`config.mk`:
```
export PLATFORM = sky130hd
export DESIGN_NAME = ccd_pixel_packer
export DESIGN_NICKNAME = d
export VERILOG_FILES = /design/src/rtl/ccd_pkg.sv /design/src/rtl/lane_shift_reg.sv /design/src/rtl/ccd_pixel_packer.sv
export SDC_FILE = /design/constraint.sdc
export NUM_CORES = 1
export LEC_CHECK = 0
export CAP_MARGIN = 20
export CORE_ASPECT_RATIO = 1.2
export CORE_MARGIN = 4
export CORE_UTILIZATION = 47
export CTS_CLUSTER_DIAMETER = 40
export DETAILED_ROUTE_END_ITERATION = 10
export GPL_TIMING_DRIVEN = 0
export HOLD_SLACK_MARGIN = 0.12
export PLACE_DENSITY = 0.75
export SLEW_MARGIN = 20
export SYNTH_ARGS = -nofsm -noshare
export SYNTH_HDL_FRONTEND = slang
export SYNTH_SLANG_ARGS = --single-unit
```
`constraint.sdc`:
```
create_clock -name clk -period 2.04 [get_ports clk]
set_input_delay 0.408 -clock clk [delete_from_list [all_inputs] [get_ports clk]]
set_output_delay 0.408 -clock clk [all_outputs]
set_load 0.01 [all_outputs]
```
`src/rtl/ccd_pkg.sv`:
```
// Shared types, constants and the pixel-to-Q8.8 lane conversion for the CCD packer.
package ccd_pkg;

  localparam int LANE_W      = 16;
  localparam int LANES_DEF   = 16;
  localparam int WORD_W      = LANE_W * LANES_DEF;
  // Pixels are MSB-aligned into this container before conversion, so the
  // conversion does not depend on the camera's pixel width.
  localparam int PIX_ALIGN_W = 32;

  typedef enum logic [2:0] {
    IDLE,
    ARM,
    PACK,
    FLUSH,
    DONE
  } pix_state_t;

  typedef logic [LANE_W-1:0] lane_t;

  // Upper 8 pixel bits become the Q8.8 fraction; the integer part is 0, so the
  // result always lies in [0,1).
  function automatic lane_t to_q88(input logic [PIX_ALIGN_W-1:0] pix_aligned);
    return {8'h00, pix_aligned[PIX_ALIGN_W-1 -: 8]};
  endfunction

endpackage

```
`src/rtl/lane_shift_reg.sv`:
```
// LANES x 16-bit word assembly register: lanes fill from lane 0 upward; the
// load that fills the last lane empties the register for the next word.
module lane_shift_reg
  import ccd_pkg::*;
#(
  parameter int LANES = 16,
  parameter int IDX_W = 4
) (
  input  logic                    clk,
  input  logic                    rst_n,
  input  logic                    clear_i,
  input  logic                    load_i,
  input  lane_t                   din_i,
  output logic [LANE_W*LANES-1:0] word_o,
  output logic [IDX_W-1:0]        lane_idx_o,
  output logic                    full_o
);

  logic [IDX_W-1:0] idx_q;

  assign full_o     = (idx_q == IDX_W'(LANES - 1));
  assign lane_idx_o = idx_q;

  genvar gi;
  generate
    for (gi = 0; gi < LANES; gi++) begin : g_lane
      lane_t lane_q;

      // Each lane captures only when it is the current target; a completed word
      // has already been handed to the writer, so all lanes zero at once.
      always_ff @(posedge clk or negedge rst_n) begin
        if (!rst_n) begin
          lane_q <= '0;
        end else if (clear_i || (load_i && full_o)) begin
          lane_q <= '0;
        end else if (load_i && (idx_q == IDX_W'(gi))) begin
          lane_q <= din_i;
        end
      end

      assign word_o[gi*LANE_W +: LANE_W] = lane_q;
    end
  endgenerate

  // Lane index advances per load and wraps to 0 when the word completes.
  always_ff @(posedge clk or negedge rst_n) begin
    if (!rst_n) begin
      idx_q <= '0;
    end else if (clear_i || (load_i && full_o)) begin
      idx_q <= '0;
    end else if (load_i) begin
      idx_q <= idx_q + IDX_W'(1);
    end
  end

endmodule

```
`src/rtl/ccd_pixel_packer.sv`:
```
// Packs a frame of camera pixels into 16-bit Q8.8 lanes and writes each full
// (or final partial) word to dmem port B, then pulses ccd_done.
module ccd_pixel_packer
  import ccd_pkg::*;
#(
  parameter int PIX_W   = 12,
  parameter int LANES   = 16,
  parameter int NUM_PIX = 784,
  parameter int ADDR_W  = 7
) (
  input  logic                    clk,
  input  logic                    rst_n,
  input  logic                    enable,
  input  logic                    fval,
  input  logic                    pix_valid,
  input  logic [PIX_W-1:0]        pix_data,
  output logic                    dmem_wren,
  output logic [ADDR_W-1:0]       dmem_wraddr,
  output logic [LANE_W*LANES-1:0] dmem_wrdata,
  output logic                    ccd_done,
  output logic                    frame_short,
  output logic                    busy
);

  localparam int WORD_BITS = LANE_W * LANES;
  localparam int CNT_W     = $clog2(NUM_PIX + 1);
  localparam int IDX_W     = (LANES > 1) ? $clog2(LANES) : 1;
  localparam int NUM_WORDS = (NUM_PIX + LANES - 1) / LANES;

  generate
    if (NUM_WORDS > (2 ** ADDR_W)) begin : g_addr_check
      $error("ccd_pixel_packer: NUM_PIX/LANES words do not fit in ADDR_W address bits");
    end
    if ((PIX_W < 8) || (PIX_W > PIX_ALIGN_W)) begin : g_pix_check
      $error("ccd_pixel_packer: PIX_W must be between 8 and 32");
    end
  endgenerate

  pix_state_t             state_q, state_d;
  logic                   fval_q;
  logic [CNT_W-1:0]       pix_cnt_q, pix_cnt_d;
  logic                   frame_short_q, frame_short_d;
  logic                   wren_q, wren_d;
  logic [ADDR_W-1:0]      wraddr_q, wraddr_d;
  logic [WORD_BITS-1:0]   wrdata_q, wrdata_d;
  logic                   done_q, done_d;

  logic                   fval_rise, fval_fall;
  logic                   accept, last_pix;
  logic [PIX_ALIGN_W-1:0] pix_aligned;
  lane_t                  elem;
  logic [CNT_W-1:0]       word_num;
  logic [ADDR_W-1:0]      word_idx;
  logic [WORD_BITS-1:0]   sr_word, merged_word;
  logic [IDX_W-1:0]       sr_idx;
  logic                   sr_full, sr_clear;

  assign fval_rise = fval & ~fval_q;
  assign fval_fall = ~fval & fval_q;

  // The rising-edge cycle in ARM already belongs to the frame, so its pixel counts.
  assign accept   = pix_valid && ((state_q == PACK) || ((state_q == ARM) && fval_rise));
  assign last_pix = (pix_cnt_q == CNT_W'(NUM_PIX - 1));

  assign pix_aligned = {pix_data, {(PIX_ALIGN_W - PIX_W){1'b0}}};
  assign elem        = to_q88(pix_aligned);

  // Pixels accepted so far / LANES is the index of the word being assembled.
  assign word_num = pix_cnt_q / CNT_W'(LANES);
  assign word_idx = ADDR_W'(word_num);

  // Lanes above the current index are always zero, so OR-ing in the new lane
  // yields the completed word in the same cycle it is accepted.
  assign merged_word = sr_word | (WORD_BITS'(elem) << (LANE_W * sr_idx));

  assign sr_clear = (state_q == IDLE) || (state_q == FLUSH);

  lane_shift_reg #(
    .LANES (LANES),
    .IDX_W (IDX_W)
  ) u_lanes (
    .clk        (clk),
    .rst_n      (rst_n),
    .clear_i    (sr_clear),
    .load_i     (accept),
    .din_i      (elem),
    .word_o     (sr_word),
    .lane_idx_o (sr_idx),
    .full_o     (sr_full)
  );

  // Next-state, counter and registered-output logic for the capture FSM.
  always_comb begin
    state_d       = state_q;
    pix_cnt_d     = pix_cnt_q;
    frame_short_d = frame_short_q;
    wren_d        = 1'b0;
    wraddr_d      = wraddr_q;
    wrdata_d      = wrdata_q;
    done_d        = 1'b0;

    if (accept) begin
      pix_cnt_d = pix_cnt_q + CNT_W'(1);
      if (sr_full) begin
        wren_d   = 1'b1;
        wraddr_d = word_idx;
        wrdata_d = merged_word;
      end
    end

    unique case (state_q)
      IDLE: begin
        if (enable) begin
          frame_short_d = 1'b0;
          pix_cnt_d     = '0;
          state_d       = ARM;
        end
      end
      ARM: begin
        if (fval_rise) begin
          state_d = PACK;
          if (accept && last_pix) begin
            state_d = sr_full ? DONE : FLUSH;
          end
        end
      end
      PACK: begin
        // A final pixel coinciding with fval falling completes the frame normally.
        if (accept && last_pix) begin
          state_d = sr_full ? DONE : FLUSH;
        end else if (fval_fall) begin
          frame_short_d = 1'b1;
          state_d       = FLUSH;
        end
      end
      FLUSH: begin
        if (sr_idx != '0) begin
          wren_d   = 1'b1;
          wraddr_d = word_idx;
          wrdata_d = sr_word;
        end
        state_d = DONE;
      end
      DONE: begin
        done_d  = 1'b1;
        state_d = IDLE;
      end
      default: state_d = IDLE;
    endcase
  end

  // State, counters and output registers; reset aborts any frame in flight.
  always_ff @(posedge clk or negedge rst_n) begin
    if (!rst_n) begin
      state_q       <= IDLE;
      fval_q        <= 1'b0;
      pix_cnt_q     <= '0;
      frame_short_q <= 1'b0;
      wren_q        <= 1'b0;
      wraddr_q      <= '0;
      wrdata_q      <= '0;
      done_q        <= 1'b0;
    end else begin
      state_q       <= state_d;
      fval_q        <= fval;
      pix_cnt_q     <= pix_cnt_d;
      frame_short_q <= frame_short_d;
      wren_q        <= wren_d;
      wraddr_q      <= wraddr_d;
      wrdata_q      <= wrdata_d;
      done_q        <= done_d;
    end
  end

  assign dmem_wren   = wren_q;
  assign dmem_wraddr = wraddr_q;
  assign dmem_wrdata = wrdata_q;
  assign ccd_done    = done_q;
  assign frame_short = frame_short_q;
  assign busy        = (state_q != IDLE);

endmodule

```
==> impl_metrics.toml <==
[yosys]
yosysWarnings = 0
yosys_most_used_dff = "dfrtp_1"
postSynthCellCount = 1395
ys_seq_area_frac = 0.646
synthTopCellsByCount = "dfrtp_1 (412), nand2_1 (319), and2_1 (138)"
syn_area_per_cell_um2 = 11.4
synth_top_area_cell = "dfrtp_1"
async_flop_share = 1.00
netlist_area_um2 = 15900
synth_cell_types = 48
ys_ff_latch = 412
synth.area.top_cells = "dfrtp_1 (65%), nand2_1 (7.5%), mux2i_1 (7.1%), and2_1 (5.4%), nor2_1 (3.1%)"
synth_nets = 1417
synth_top_area_frac = 0.646
synth-edff-count = 0
synth_most_common_cell = "dfrtp_1"

[route]
final_antenna_net_count = 0
met1_length_um = 17500
routedWlPerCell_um = 18.8
via_per_inst = 5.07
drtIter0Drc = 821
drt_pass1_iterations = 5
dr_wl_met3_um = 2950
vias = 11300
wirelength_um = 42000
drcViolationCount = 0
wl_met2_um = 20300
highest_layer = "met4"

[placement]
placed_area_um2 = 19400
dp_hpwl_um = 28600
gp_congestion = 0.820
portBuffers = 279
dp_cells = 2128

[timing]
fin_crit_sh = 0.989
max_slew_margin = 0.442
max_freq_ghz = 0.496
setup_viol = 0
rsz0062_at_grt = "yes"
hold_viol = 0
skew_ns = 0.0217
fin_crit_ns = 2.02
worstMarginPinSlew_ns = 0.837
maxSlewViolCount = 0

[setup_path]
start_kind = "register"
cp-startpoint = "state_q[1]"
timing.rr.start = "u_lanes.lane_idx_o[1]"
crit_type = "register to output pin"
critical_path_arrival_ns = 1.61
cp_max_fo = 8
critPathCaptureType = "output pin"
required_ns = 1.63

[die]
ioPinCount = 284
dieHeight_um = 210
rows = 73
dieArea_um2 = 37000
start_util = 0.478
die_x_um = 176
core-area_um2 = 33300

[cells_and_area]
final_util = 0.646
drive_gt1_frac = 0.123
final_area_um2 = 21500
areaGrowthSynthToFinish_pct = 35.0
multi_input_area_um2 = 5200
seqCellArea_um2 = 10300
stdcell_count = 2236
num-fill-cells = 2543
finalNetCount = 1771
diodes = 0

[run_status]
status = "completed"

[clock_tree]
h-tree-depth = 2
cts_buffers = 48
clkTransAtPathRegs_ns = 0.06
clockBufferDepth = 3
cts_tree = "built"
cts.sinks = 412
root_buffer = "clkbuf_16"
clock_latency_ns = 0.57

[power_and_ir_drop]
power.density_nw_per_um2 = 1020
power.leakage_nw = 11.1
vdd_ir_drop_max_mv = 0.652

[global_route]
antenna_found_initial = 0
track_usage = 0.225
first_global_vias = 11500
grt_pass1_wl_um = 65700
grt-ovfl-total = 0
grt_max_degree = 104

[hold_path]
hold_class = "input pin to async pin"

[run]
maxCapViolations = 0
-- cells by family after synthesis --
group | count (synthesis) | share of synthesized area
simple gates | 639 | 0.190
flops | 412 | 0.646
compound gates | 122 | 0.0512
mux | 113 | 0.0709
buf+inv | 94 | 0.0321
xor+xnor | 10 | 0.00549
fa+ha+maj | 5 | 0.00392
-- layout make-up --
| cell class | instances | share of cell area |
|---|---|---|
| multi-input combinational | 889 | 0.242 |
| clock buffer | 60 | 0.0627 |
| timing repair buffer | 306 | 0.145 |
| tap | 450 | 0.0262 |
| clock inverter | 27 | 0.0139 |
| sequential | 412 | 0.479 |
| inverter | 4 | 0.00128 |
| buffer | 88 | 0.0301 |
-- state kept, by name, indices dropped and copies added, names as in the netlist --
| name | flops |
|---|---|
| frame_short | 1 |
| pix_cnt_q | 10 |
| state_q | 3 |
| dmem_wraddr | 7 |
| dmem_wren | 1 |
| fval_q | 1 |
| ccd_done | 1 |
| u_lanes.g_lane.lane_q | 128 |
| dmem_wrdata | 256 |
| u_lanes.lane_idx_o | 4 |
-- worst paths after layout --
| check | end | slack, ns | cells after the start |
|---|---|---|---|
| setup / recovery | busy | 0.02 | 3 |
| hold / removal | dmem_wrdata[9] | 0.40 | 2 |
| setup reg to reg | dmem_wrdata[195] | 0.05 | 10 |
| hold reg to reg | dmem_wrdata[103] | 0.46 | 2 |
| max in group asynchronous | u_lanes.g_lane[2].lane_q[3] | 0.49 | 4 |
| min in group clk | fval_q | 0.40 | 1 |
-- critical path, cell delays in order, from the launching register on --
cell and delay [ns]:
dfrtp_1 0.38, buf_6 0.14, or3_4 0.39, buf_6 0.13
-- repair_timing --
action                                  in CTS  in global routing
resized for setup                           49                 54
cloned                                       0                  2
pin swaps                                    2                  5
hold buffers                                 1                  0
setup buffers                                9                 11
endpoints found under the hold margin       58                  0
endpoints found under the setup margin     375                355
-- stage by stage --
stage / total power [mW] / setup TNS (ns) / worst slack (ns) / hold slack, ns
floorplan: 11.2 / 0 / 0.0256 / 0.112
global placement: 12.8 / -7075.58 / -16.73 / 0.452
detailed placement: 12.9 / -208.15 / -0.753 / 0.389
CTS: 21.8 / 0 / 0.000634 / 0.357
global route: 22.7 / -0.155 / -0.0199 / 0.379
finish: 21.9 / 0 / 0.0233 / 0.396
-- cell usage in the layout, fill, tap and decap left out, types with 4 or more instances in the layout --
| cell type | n |
|---|---|
| nand3_4 | 8 |
| clkbuf_2 | 22 |
| inv_6 | 4 |
| dfrtp_1 | 411 |
| o22a_1 | 33 |
| clkbuf_8 | 6 |
| xnor2_1 | 4 |
| o21ai_0 | 24 |
| buf_12 | 5 |
| buf_6 | 23 |
| buf_4 | 24 |
| nand2_1 | 319 |
| clkinv_2 | 6 |
| nand3_1 | 6 |
| clkbuf_1 | 17 |
| xor2_1 | 6 |
| clkbuf_4 | 11 |
| and2_1 | 138 |
| nor2_1 | 129 |
| a21oi_1 | 46 |
| mux2i_1 | 112 |
| clkinvlp_4 | 7 |
| clkdlybuf4s50_1 | 277 |
| buf_2 | 12 |
| buf_16 | 4 |
| nor2b_1 | 4 |
| and3_1 | 4 |
| a22o_1 | 8 |
| clkbuf_16 | 51 |
-- per-layer routing --
metal / vias to the layer above / track usage
met1: 5606 / 0.304
met2: 385 / 0.371
met4: 0 / 0.0721
met5: - / 0
li1: 5265 / -
met3: 70 / 0.0409
-- power by group --
group	switching (mW)	internal, mW	total [mW]
sequential	0.319	8.58	8.90
combinational	2.47	1.82	4.29
clock	3.52	5.16	8.67
total	6.31	15.5	21.9
Power figures use the tool's default switching activity.
